## src/rtl/storage_req_adapter.sv

```systemverilog
// storage_req_adapter: in-order request FIFO between the core data port and storage_controller.
// Optional external-read timeout with sticky fault is built when STORAGE_REQ_TIMEOUT_EN is defined.
module storage_req_adapter #(
  parameter int          MEM_W          = 32,
  parameter int          FIFO_DEPTH     = 4,
  parameter logic [31:0] SRAM_LIMIT     = 32'h0000_2000,
  parameter int          TIMEOUT_CYCLES = 1024
) (
  input  logic               clk,
  input  logic               rst,
  input  logic               mem_req_i,
  output logic               mem_gnt_o,
  input  logic [31:0]        mem_addr_i,
  input  logic               mem_we_i,
  input  logic [MEM_W/8-1:0] mem_be_i,
  input  logic [MEM_W-1:0]   mem_wdata_i,
  output logic               mem_rvalid_o,
  output logic [MEM_W-1:0]   mem_rdata_o,
  output logic               mem_err_o,
  input  logic               prog_mode_i,
  output logic               fault_o,
  output logic               sc_memory_access,
  output logic               sc_is_writing,
  output logic [31:0]        sc_addr,
  output logic [MEM_W-1:0]   sc_d_in,
  output logic [MEM_W/8-1:0] sc_be,
  input  logic [MEM_W-1:0]   sc_d_out,
  input  logic               sc_out_valid
);
  localparam int BE_W  = MEM_W / 8;
  localparam int PTR_W = $clog2(FIFO_DEPTH);

  typedef struct packed {
    logic [31:0]      addr;
    logic             we;
    logic [BE_W-1:0]  be;
    logic [MEM_W-1:0] wdata;
  } req_t;

  typedef enum logic [2:0] {IDLE, ISSUE, WAIT_RD, WAIT_WR, RESP} state_t;

  function automatic logic is_ext(input logic [31:0] a);
    return a >= SRAM_LIMIT;
  endfunction

  req_t           fifo_mem [FIFO_DEPTH];
  logic [PTR_W:0] wr_ptr, rd_ptr;
  logic           fifo_full, fifo_empty, push, pop, drain;
  req_t           head, inflight;
  state_t         state;

  assign fifo_empty = (wr_ptr == rd_ptr);
  assign fifo_full  = (wr_ptr[PTR_W] != rd_ptr[PTR_W]) &&
                      (wr_ptr[PTR_W-1:0] == rd_ptr[PTR_W-1:0]);
  assign mem_gnt_o  = mem_req_i & ~fifo_full & ~prog_mode_i & ~fault_o;
  assign push       = mem_gnt_o;
  assign head       = fifo_mem[rd_ptr[PTR_W-1:0]];
  // While draining, RESP pops the next entry itself so error responses come out every cycle.
  assign drain      = prog_mode_i | fault_o;
  assign pop        = ~fifo_empty & ((state == IDLE) | ((state == RESP) & drain));

  // NOTE: the storage array carries no reset; the pointers alone say which entries are valid.
  always_ff @(posedge clk) begin
    if (push) fifo_mem[wr_ptr[PTR_W-1:0]] <= '{mem_addr_i, mem_we_i, mem_be_i, mem_wdata_i};
  end

  // NOTE: sequential state uses non-blocking assignments so every block sees pre-edge values.
  always_ff @(posedge clk or posedge rst) begin
    if (rst) begin
      wr_ptr <= '0;
      rd_ptr <= '0;
    end else begin
      if (push) wr_ptr <= wr_ptr + 1'b1;
      if (pop)  rd_ptr <= rd_ptr + 1'b1;
    end
  end

  assign sc_is_writing = inflight.we;
  assign sc_addr       = inflight.addr;
  assign sc_d_in       = inflight.wdata;
  assign sc_be         = inflight.be;

`ifdef STORAGE_REQ_TIMEOUT_EN
  localparam int TMO_W = $clog2(TIMEOUT_CYCLES + 1);
  logic [TMO_W-1:0] tmo_cnt;
  logic             fault_q;
  assign fault_o = fault_q;
`else
  assign fault_o = 1'b0;
`endif

  always_ff @(posedge clk or posedge rst) begin
    if (rst) begin
      state            <= IDLE;
      inflight         <= '0;
      sc_memory_access <= 1'b0;
      mem_rvalid_o     <= 1'b0;
      mem_rdata_o      <= '0;
      mem_err_o        <= 1'b0;
`ifdef STORAGE_REQ_TIMEOUT_EN
      tmo_cnt          <= '0;
      fault_q          <= 1'b0;
`endif
    end else begin
      // Pulses default low each cycle; the response is loaded on the way into RESP.
      sc_memory_access <= 1'b0;
      mem_rvalid_o     <= 1'b0;
      mem_rdata_o      <= '0;
      mem_err_o        <= 1'b0;
      case (state)
        IDLE: begin
          if (!fifo_empty) begin
            inflight <= head;
            if (drain) begin
              mem_rvalid_o <= 1'b1;
              mem_err_o    <= 1'b1;
              state        <= RESP;
            end else if (head.we && is_ext(head.addr)) begin
              // External writes are refused; they share the fixed WAIT_WR cycle without touching sc_*.
              state <= WAIT_WR;
            end else begin
              sc_memory_access <= 1'b1;
              state            <= ISSUE;
            end
          end
        end
        ISSUE: begin
          if (drain) begin
            mem_rvalid_o <= 1'b1;
            mem_err_o    <= 1'b1;
            state        <= RESP;
          end else begin
            state <= inflight.we ? WAIT_WR : WAIT_RD;
          end
`ifdef STORAGE_REQ_TIMEOUT_EN
          tmo_cnt <= '0;
`endif
        end
        WAIT_RD: begin
          if (drain) begin
            mem_rvalid_o <= 1'b1;
            mem_err_o    <= 1'b1;
            state        <= RESP;
          end else if (sc_out_valid) begin
            mem_rvalid_o <= 1'b1;
            mem_rdata_o  <= sc_d_out;
            state        <= RESP;
          end
`ifdef STORAGE_REQ_TIMEOUT_EN
          else if (is_ext(inflight.addr)) begin
            if (tmo_cnt == TMO_W'(TIMEOUT_CYCLES - 1)) begin
              mem_rvalid_o <= 1'b1;
              mem_err_o    <= 1'b1;
              fault_q      <= 1'b1;
              state        <= RESP;
            end else begin
              tmo_cnt <= tmo_cnt + 1'b1;
            end
          end
`endif
        end
        WAIT_WR: begin
          mem_rvalid_o <= 1'b1;
          mem_err_o    <= is_ext(inflight.addr) | drain;
          state        <= RESP;
        end
        RESP: begin
          if (drain && !fifo_empty) begin
            inflight     <= head;
            mem_rvalid_o <= 1'b1;
            mem_err_o    <= 1'b1;
          end else begin
            state <= IDLE;
          end
        end
        default: state <= IDLE;
      endcase
    end
  end
endmodule

```

## config.mk

```make
export PLATFORM = sky130hd
export DESIGN_NAME = storage_req_adapter
export DESIGN_NICKNAME = d
export VERILOG_FILES = /design/src/rtl/storage_req_adapter.sv
export SDC_FILE = /design/constraint.sdc
export NUM_CORES = 1
export LEC_CHECK = 0
export CAP_MARGIN = 5
export CELL_PAD_IN_SITES_DETAIL_PLACEMENT = 0
export CELL_PAD_IN_SITES_GLOBAL_PLACEMENT = 1
export CORE_ASPECT_RATIO = 0.7
export CORE_MARGIN = 1
export CORE_UTILIZATION = 47
export CTS_CLUSTER_SIZE = 28
export DETAILED_ROUTE_END_ITERATION = 10
export GPL_TIMING_DRIVEN = 0
export HOLD_SLACK_MARGIN = 0.05
export PLACE_DENSITY_LB_ADDON = 0.1
export SLEW_MARGIN = 20
export SYNTH_ARGS = -nofsm -noshare
export SYNTH_HDL_FRONTEND = slang
export SYNTH_SLANG_ARGS = --single-unit
```

## constraint.sdc

```tcl
create_clock -name clk -period 5.46 [get_ports clk]
set_input_delay 1.365 -clock clk [delete_from_list [all_inputs] [get_ports clk]]
set_output_delay 1.365 -clock clk [all_outputs]
set_load 0.02 [all_outputs]
```

# After elaboration in Yosys (flattened, before gate mapping)
# Memory sizes are Yosys's and may differ from the RTL's.
# Index checks and enable logic that the tools add are counted.
# classes
addsub	2
n_mul	0
n_div	0
order_cmp	2
eq_ne	11
n_shift	0
n_mux	28
n_bitwise	9
n_reduce_logical	9
# ops
cell	n
2-to-1 mux 69 bit	2
one-hot mux 69 bit (2 select lines)	1
2-to-1 mux 32 bit	3
>= comparator 32 x 14 -> 1 bit, second input constant	2
2-to-1 mux 3 bit	6
one-hot mux 3 bit (5 select lines)	1
2-to-1 mux 1 bit	12
adder 3 x 1 -> 3 bit, second input constant	2
== test 3 x 2 -> 1 bit, second input constant	2
AND reduction 3 bit	2
one-hot mux 1 bit (5 select lines)	1
AND 1 bit	4
!= test 2 bit, second input constant	2
one-hot mux 1 bit (4 select lines)	1
== test 3 x 1 -> 1 bit, second input constant	1
== test 3 bit	1
== test 3 bit, second input constant	1
logical AND 1 bit	3
zero test 3 bit	1
!= test 3 bit, second input constant	1
inverter 1 bit	3
== test 2 bit	1
2-to-1 mux 2 bit	1
!= test 2 x 1 -> 1 bit, second input constant	1
5 further kinds	6
# totals
ff_bits	113
latch_bits	0
ramBits	276
mem_bits_ro	0
input_bits	106
out_inout_bits	106
elab_cells	73
memories	1
# mem_list
memory	words	word_bits	read_ports	rd_ports_with_merged_regs	write_ports	line_no	text
fifo_mem	4	69	1	0	1	46	req_t fifo_mem [FIFO_DEPTH];

# Depth between registers and ports, before layout
# Gate-level depths: netlist (run 1).
# depth
depth_word	7
ltp_mapped	7
mapped_depth_nobuf	5

# Least setup slack after synthesis (run 1)
# OpenSTA, ideal clock, no wires.
# synth_path
path_type	in2reg
startpoint	input port prog_mode_i
endpoint	memory fifo_mem[3][0] in the netlist's numbering, enable pin
setup_ns	0.436
arrival_ns	4.021
required_time_ns	5.024
slack_ns	1.003
cell_stages	4
path_buffers	1
path_cell_list	clkbuf_1 nand2b_1 a21oi_1 and2_1
# synth_between
elab_chain_len	4
# synth_lines
element	line_no	text
start, declared	20	input logic prog_mode_i,
inverter 1 bit	55	assign mem_gnt_o = mem_req_i & ~fifo_full & ~prog_mode_i & ~fault_o;
AND 1 bit	55	
via mem_gnt_o	12	output logic mem_gnt_o,
2-to-1 mux 1 bit	64	if (push) fifo_mem[wr_ptr[PTR_W-1:0]] <= '{mem_addr_i, mem_we_i, mem_be_i, mem_wdata_i};
2-to-1 mux 1 bit (not written as such)	64	
end, declared	46	
# The timed path passes the listed nets, and every way through them passes these cells.

# Worst setup path in the final report (run 1)
# layout_path
startpoint	input port prog_mode_i
endpoint	output port mem_gnt_o
# layout_between
elab_chain_len	2
# layout_lines
element	line_no
inverter 1 bit	55
AND 1 bit	55
end, declared	12
# Every way passes these cells.

==> results_dict.tcl, run 1 <==
set metrics [dict create \
    rsz0062_at_grt "no" \
    r2r_setup_slack_ps 2550 \
    die_h_um 148 \
    wl_per_cell_um 21.6 \
    yosysTopAreaCell "edfxtp_1" \
    p_per_area_mw_per_mm2 555 \
    gp_congestion 0.798 \
    post-route-drc-count 0 \
    dp_hpwl_mm 18.5 \
    crit_start "prog_mode_i" \
    overflow 0 \
    r2r-start "rd_ptr[1]" \
    finalCriticalPeriod_ps 4890 \
    crit_cells 5 \
    arrival_ps 3530 \
    syn_avg_cell_area_um2 21.8 \
    hold_buffers 0 \
    htree_levels 2 \
    wl_met1_mm 12.7 \
    crit_path_cell_trace "clkdlybuf4s50_1 > clkbuf_1 > nand2b_1 > a21oi_1 > clkdlybuf4s50_1" \
    crit_required_ps 4090 \
    wl_met2_mm 14.1 \
    crit_slowest_cell "clkdlybuf4s50_1" \
    synth.top_cells.by_area "edfxtp_1, dfrtp_1, mux4_2, mux2_2, mux4_1" \
    power_mw 10.2 \
    grtUsageTotal_pct 19.1 \
    area_delta_synth_final_pct 28.6 \
    r2r_end "sc_memory_access" \
    setup_violations 0 \
    outcome "completed" \
    pre_cts_ws_ps 618 \
    cts_setup_buffers 0 \
    dr.pass1.iters 4 \
    top_layer "met5" \
    synth_edf_count 276 \
    wl_met3_mm 1.97 \
    leakage_nw 6.54 \
    layout-drive-gt1-share_pct 22.5 \
    clk_pin_slew_ps 60 \
    start_util_pct 47.7 \
    ys_ff_latch 389 \
    r2r_cells 7 \
    cts_inserted_buffers 39 \
    ant_nets 0 \
    fin_hold_ws_ps 488 \
    core_mm2 0.0300 \
    ys.flop_type "edfxtp_1" \
    tns_ps 0 \
    fin_skew_ps 17.4 \
    final_common_cell "edfxtp_1" \
    design_area_mm2 0.0184 \
    stdcell_count 1355 \
    drtIter0Drc 405 \
    cpMostUsedCell "clkdlybuf4s50_1" \
    critPathTopFamily "buffers and inverters" \
    async_flop_share_pct 29.0 \
    dpl_cell_area_mm2 0.0171 \
    endpoint "mem_gnt_o" \
    die_w_um 210 \
    min_path_type "reg -> reg" \
    worst_pin_slew_ps 759 \
    synth_cell_types 36 \
    antenna_found_initial 2 \
    ir_worst_vdd_mv 0.324 \
    clockBufferDepth 3 \
    critPathLaunchType "primary input" \
    drv_slew 0 \
    grt_max_degree 69 \
    io_buffers 210 \
    routed_wl_mm 29.2 \
    cp_max_fo 10 \
    numClockSinks 389 \
    pin_count 212 \
    critPathMaxStageDelay_ps 760 \
    cp_num_buf_inv 3 \
    cap_violations 0 \
    num_rows 53 \
    finalHoldViolations 0 \
    dp_cells 1282 \
    die_area_mm2 0.0311 \
    clk_latency_ps 540 \
    final_cell_mix "edfxtp_1, clkdlybuf4s50_1, dfrtp_1" \
    path_class "in -> out" \
    cts_root_buf "clkbuf_16" \
    grt_pass1_wl_mm 44.5 \
    cts_tree "done" \
    fin_nets 1022 \
    ys_warn_count 0 \
    synth_area_mm2 0.0143 \
    synth_nets 766 \
    viasPerCell 5.22 \
    post_cts_resized 0 \
    vias 7073 \
    min_period_over_period_pct 89.6 \
    maxSlewHeadroom_pct 49.4 \
    max_freq_mhz 204 \
    grt_pass1_vias 7578 \
    postSynthCellCount 655 \
    synth_top_cell_area_share_pct 58.0 \
    endpoint_kind "output port" \
    yosysSeqAreaShare_pct 77.8 \
    fin_util_pct 61.3 \
    setup_ws_ps 569 \
]
-- layout make-up --
class                           count  area (um2)
Buffer                             29         149
Antenna cell                        1        2.50
Clock buffer                       49        1060
Multi-Input combinational cell    232        3020
Inverter                            5        26.3
Timing Repair Buffer              215        2240
Clock inverter                     23         251
Sequential cell                   389       11100
Tap cell                          412         515
Fill cell                        2142       11600
-- metal layers --
layer	vias to the layer above	track usage [%]
met2	232	31.2
met3	44	4.70
met1	3661	26.2
met5	-	0
met4	2	4.64
li1	3134	-
-- synthesized netlist by cell type (2+ instances only) --
cell type,number
dfrtp_1,113
xor2_1,4
nor4_1,8
a21oi_1,5
edfxtp_1,276
nand2_1,4
nand4_1,2
xnor2_1,3
nor2_1,3
nand2b_1,3
nand3_1,2
mux2_2,70
buf_2,14
mux4_1,13
nor3_1,3
and2_1,36
inv_1,5
o21ai_0,4
clkbuf_1,11
mux4_2,56
ha_1,5
-- flip-flops by register name, indices dropped and copies added, names as in the netlist --
| name | cells |
|---|---|
| mem_rdata_o | 32 |
| wr_ptr | 3 |
| state | 3 |
| rd_ptr | 3 |
| sc_is_writing | 1 |
| mem_rvalid_o | 1 |
| sc_memory_access | 1 |
| sc_be | 4 |
| sc_addr | 32 |
| mem_err_o | 1 |
| sc_d_in | 32 |
| fifo_mem | 276 |
-- power breakdown --
| part | internal (mW) | leakage (nW) | switching [mW] |
|---|---|---|---|
| clock network | 1.63 | 0.644 | 1.09 |
| logic | 1.77 | 1.99 | 1.65 |
| registers | 3.78 | 3.91 | 0.270 |
| total | 7.18 | 6.54 | 3.02 |
-- cell families after synthesis --
logic type	Yosys count	synth area share, %
muxes	140	16.8
other	1	0.0262
xor gates and xnor gates	7	0.429
buffers and inverters	34	1.17
adders and majority gates	5	0.438
AOI/OAI and AO/OA	14	0.657
and+or+nand+nor	65	2.71
DFF	389	77.8
-- how the worst min path moves through the flow --
stage                          from        end  slack [ps]  depth (start not counted)
after detailed placement  wr_ptr[2]  wr_ptr[2]         480                          1
after CTS                 wr_ptr[2]  wr_ptr[2]         490                          1
after floorplan           wr_ptr[2]  wr_ptr[2]         460                          1
final                     wr_ptr[2]  wr_ptr[2]         490                          1
after global placement    wr_ptr[2]  wr_ptr[2]         470                          1
after global routing      wr_ptr[2]  wr_ptr[2]         500                          1
No activity file was read; power rests on OpenSTA's default activity.
==> inputs of run 2 (changes only) <==
Settings changed: CAP_MARGIN 5 to default.
==> results of run 2 <==
The final DEF is identical to that of run 1; final timing and power are the same.
==> variant: new RTL, settings of run 1 <==
Re-encode `state_t` (5 states) as one-hot, 5 bits wide.
--- a/src/rtl/storage_req_adapter.sv
+++ b/src/rtl/storage_req_adapter.sv
@@ -37,7 +37,7 @@
     logic [MEM_W-1:0] wdata;
   } req_t;
 
-  typedef enum logic [2:0] {IDLE, ISSUE, WAIT_RD, WAIT_WR, RESP} state_t;
+  typedef enum logic [4:0] {IDLE = 5'b00001, ISSUE = 5'b00010, WAIT_RD = 5'b00100, WAIT_WR = 5'b01000, RESP = 5'b10000} state_t;
 
   function automatic logic is_ext(input logic [31:0] a);
     return a >= SRAM_LIMIT;
Behaviour: same outputs for any inputs over 4 cycles, from zero or initial values and one cycle with rst high; so few cycles prove little.
==> variant against run 1 <==
Setup slack improved by 440 ps. Critical path depth fell by 1. Sequential cell count grew 2. Fmax increased by 10%. Die area increased by 1.5%. Routed wire length grew 0.20%. Design area grew 0.50%. Via count is 0.76% higher. Largest power group unchanged. Synthesized area rose by 1.5%. Synthesized cell count grew 1.8%. Global-route usage grew 0.15 points. Total power down 0.18%.
==> variant: results (changes against run 1) <==
=================================================================================================================
Ratio of cells with drive above 1 in the final layout ..............................................        0.222   -0.00271
GRT Resource Usage Total ...........................................................................        0.193   +0.00154
Number of nets in the synthesized netlist ..........................................................          778   +1.6%
Depth of the worst register-to-register path .......................................................            6   -1
Mux contribution to synthesized area ...............................................................        0.165   -0.00340
Run status .........................................................................................    completed
Maximum single-stage delay on the critical path ....................................................       740 ps   -20 ps
Top cell types by occurrence after synthesis ....................................................... sky130_fd_sc_hd__edfxtp_1 (276), sky130_fd_sc_hd__dfrtp_1 (114), sky130_fd_sc_hd__mux2_2 (70)
Half-perimeter wire length after detailed placement ................................................      18.7 mm   +1.1%
Clk. pwr ...........................................................................................      2.52 mW   -7.4%
Total wire length after detailed routing ...........................................................      29.3 mm   +0.20%
Global routing usage on met3 .......................................................................       0.0486   +0.00168
Mean cell area of the mapped netlist ...............................................................     21.7 um2   -0.35%
Post-synthesis xor/xnor area fraction ..............................................................      0.00483   +0.000541
Largest net degree at the start of global routing ..................................................           71   +2.9%
Antenna violations before repair ...................................................................            3   +1
Arithmetic-cell share of the synthesized area counting full adders, half adders and majority gates .      0.00431   -0.0000638
Synth area leaders ................................................................................. sky130_fd_sc_hd__edfxtp_1 (57%), sky130_fd_sc_hd__dfrtp_1 (20%), sky130_fd_sc_hd__mux4_2 (8.9%)
Worst slew margin relative to its limit ............................................................        0.380   -0.114
Final worst clock skew .............................................................................      18.1 ps   +0.700 ps
Post-synth ARST share ..............................................................................        0.294   +0.00363
Met1 track demand over resource in global routing ..................................................        0.263   +0.00144
End of the worst register-to-register path ......................................................... fifo_mem[3][14]
Number of DRC violations after detailed-routing iteration 0 ........................................          446   +10%
Buffers added on ports .............................................................................          209   -0.48%
Hold slack final ...................................................................................       484 ps   -3.63 ps
Global placer's final weighted congestion ..........................................................        0.750   -6.0%
Met3 layer wire length in the routed design ........................................................      2.00 mm   +1.4%
First-pass GRT wire length .........................................................................      45.0 mm   +1.2%
Via count of the first global-routing pass .........................................................         7875   +3.9%
Area of placed instances ...........................................................................   0.0173 mm2   +1.2%
Worst Setup Slack post-DPL .........................................................................      1020 ps   +402 ps
Worst reg2reg setup slack ..........................................................................      2650 ps   +100 ps
Routed wl met2 .....................................................................................      14.2 mm   +1.2%
Max VDD drop .......................................................................................       349 uV   +7.8%
Final #Nets ........................................................................................         1033   +1.1%
Leakage dissipation ................................................................................      6.55 nW   about the same
DRT Pass-1 Iters ...................................................................................            6   +2
Number of cells in the design after placement ......................................................         1293   +0.86%
Data arrival, critical path ........................................................................      3080 ps   -450 ps
Critical path origin ...............................................................................    mem_req_i
=================================================================================================================
variant: cell count changes after synthesis, moves of 2 or more:
| cell | delta |
|---|---|
| sky130_fd_sc_hd__buf_2 | -13 |
| sky130_fd_sc_hd__clkbuf_1 | +3 |
| sky130_fd_sc_hd__nor4bb_1 | +2 |
| sky130_fd_sc_hd__nand4_1 | -2 |
| sky130_fd_sc_hd__or3_1 | +2 |
| sky130_fd_sc_hd__inv_1 | -2 |
| sky130_fd_sc_hd__buf_6 | +10 |
| sky130_fd_sc_hd__nand3_1 | +4 |
| sky130_fd_sc_hd__xor2_1 | +2 |
| sky130_fd_sc_hd__nor4b_1 | +2 |
variant: area by class of cell:
cell class	instances	area [um2]	area share
Clock buffer	57	1110	0.0603
Buffer	29	216	0.0117
Clock inverter	11	90.1	0.00488
Sequential cell	391	11200	0.604
Tap cell	412	515	0.0279
Timing Repair Buffer	214	2230	0.121
Inverter	3	18.8	0.00102
Multi-Input combinational cell	244	3120	0.169
Antenna cell	2	5.00	0.000271
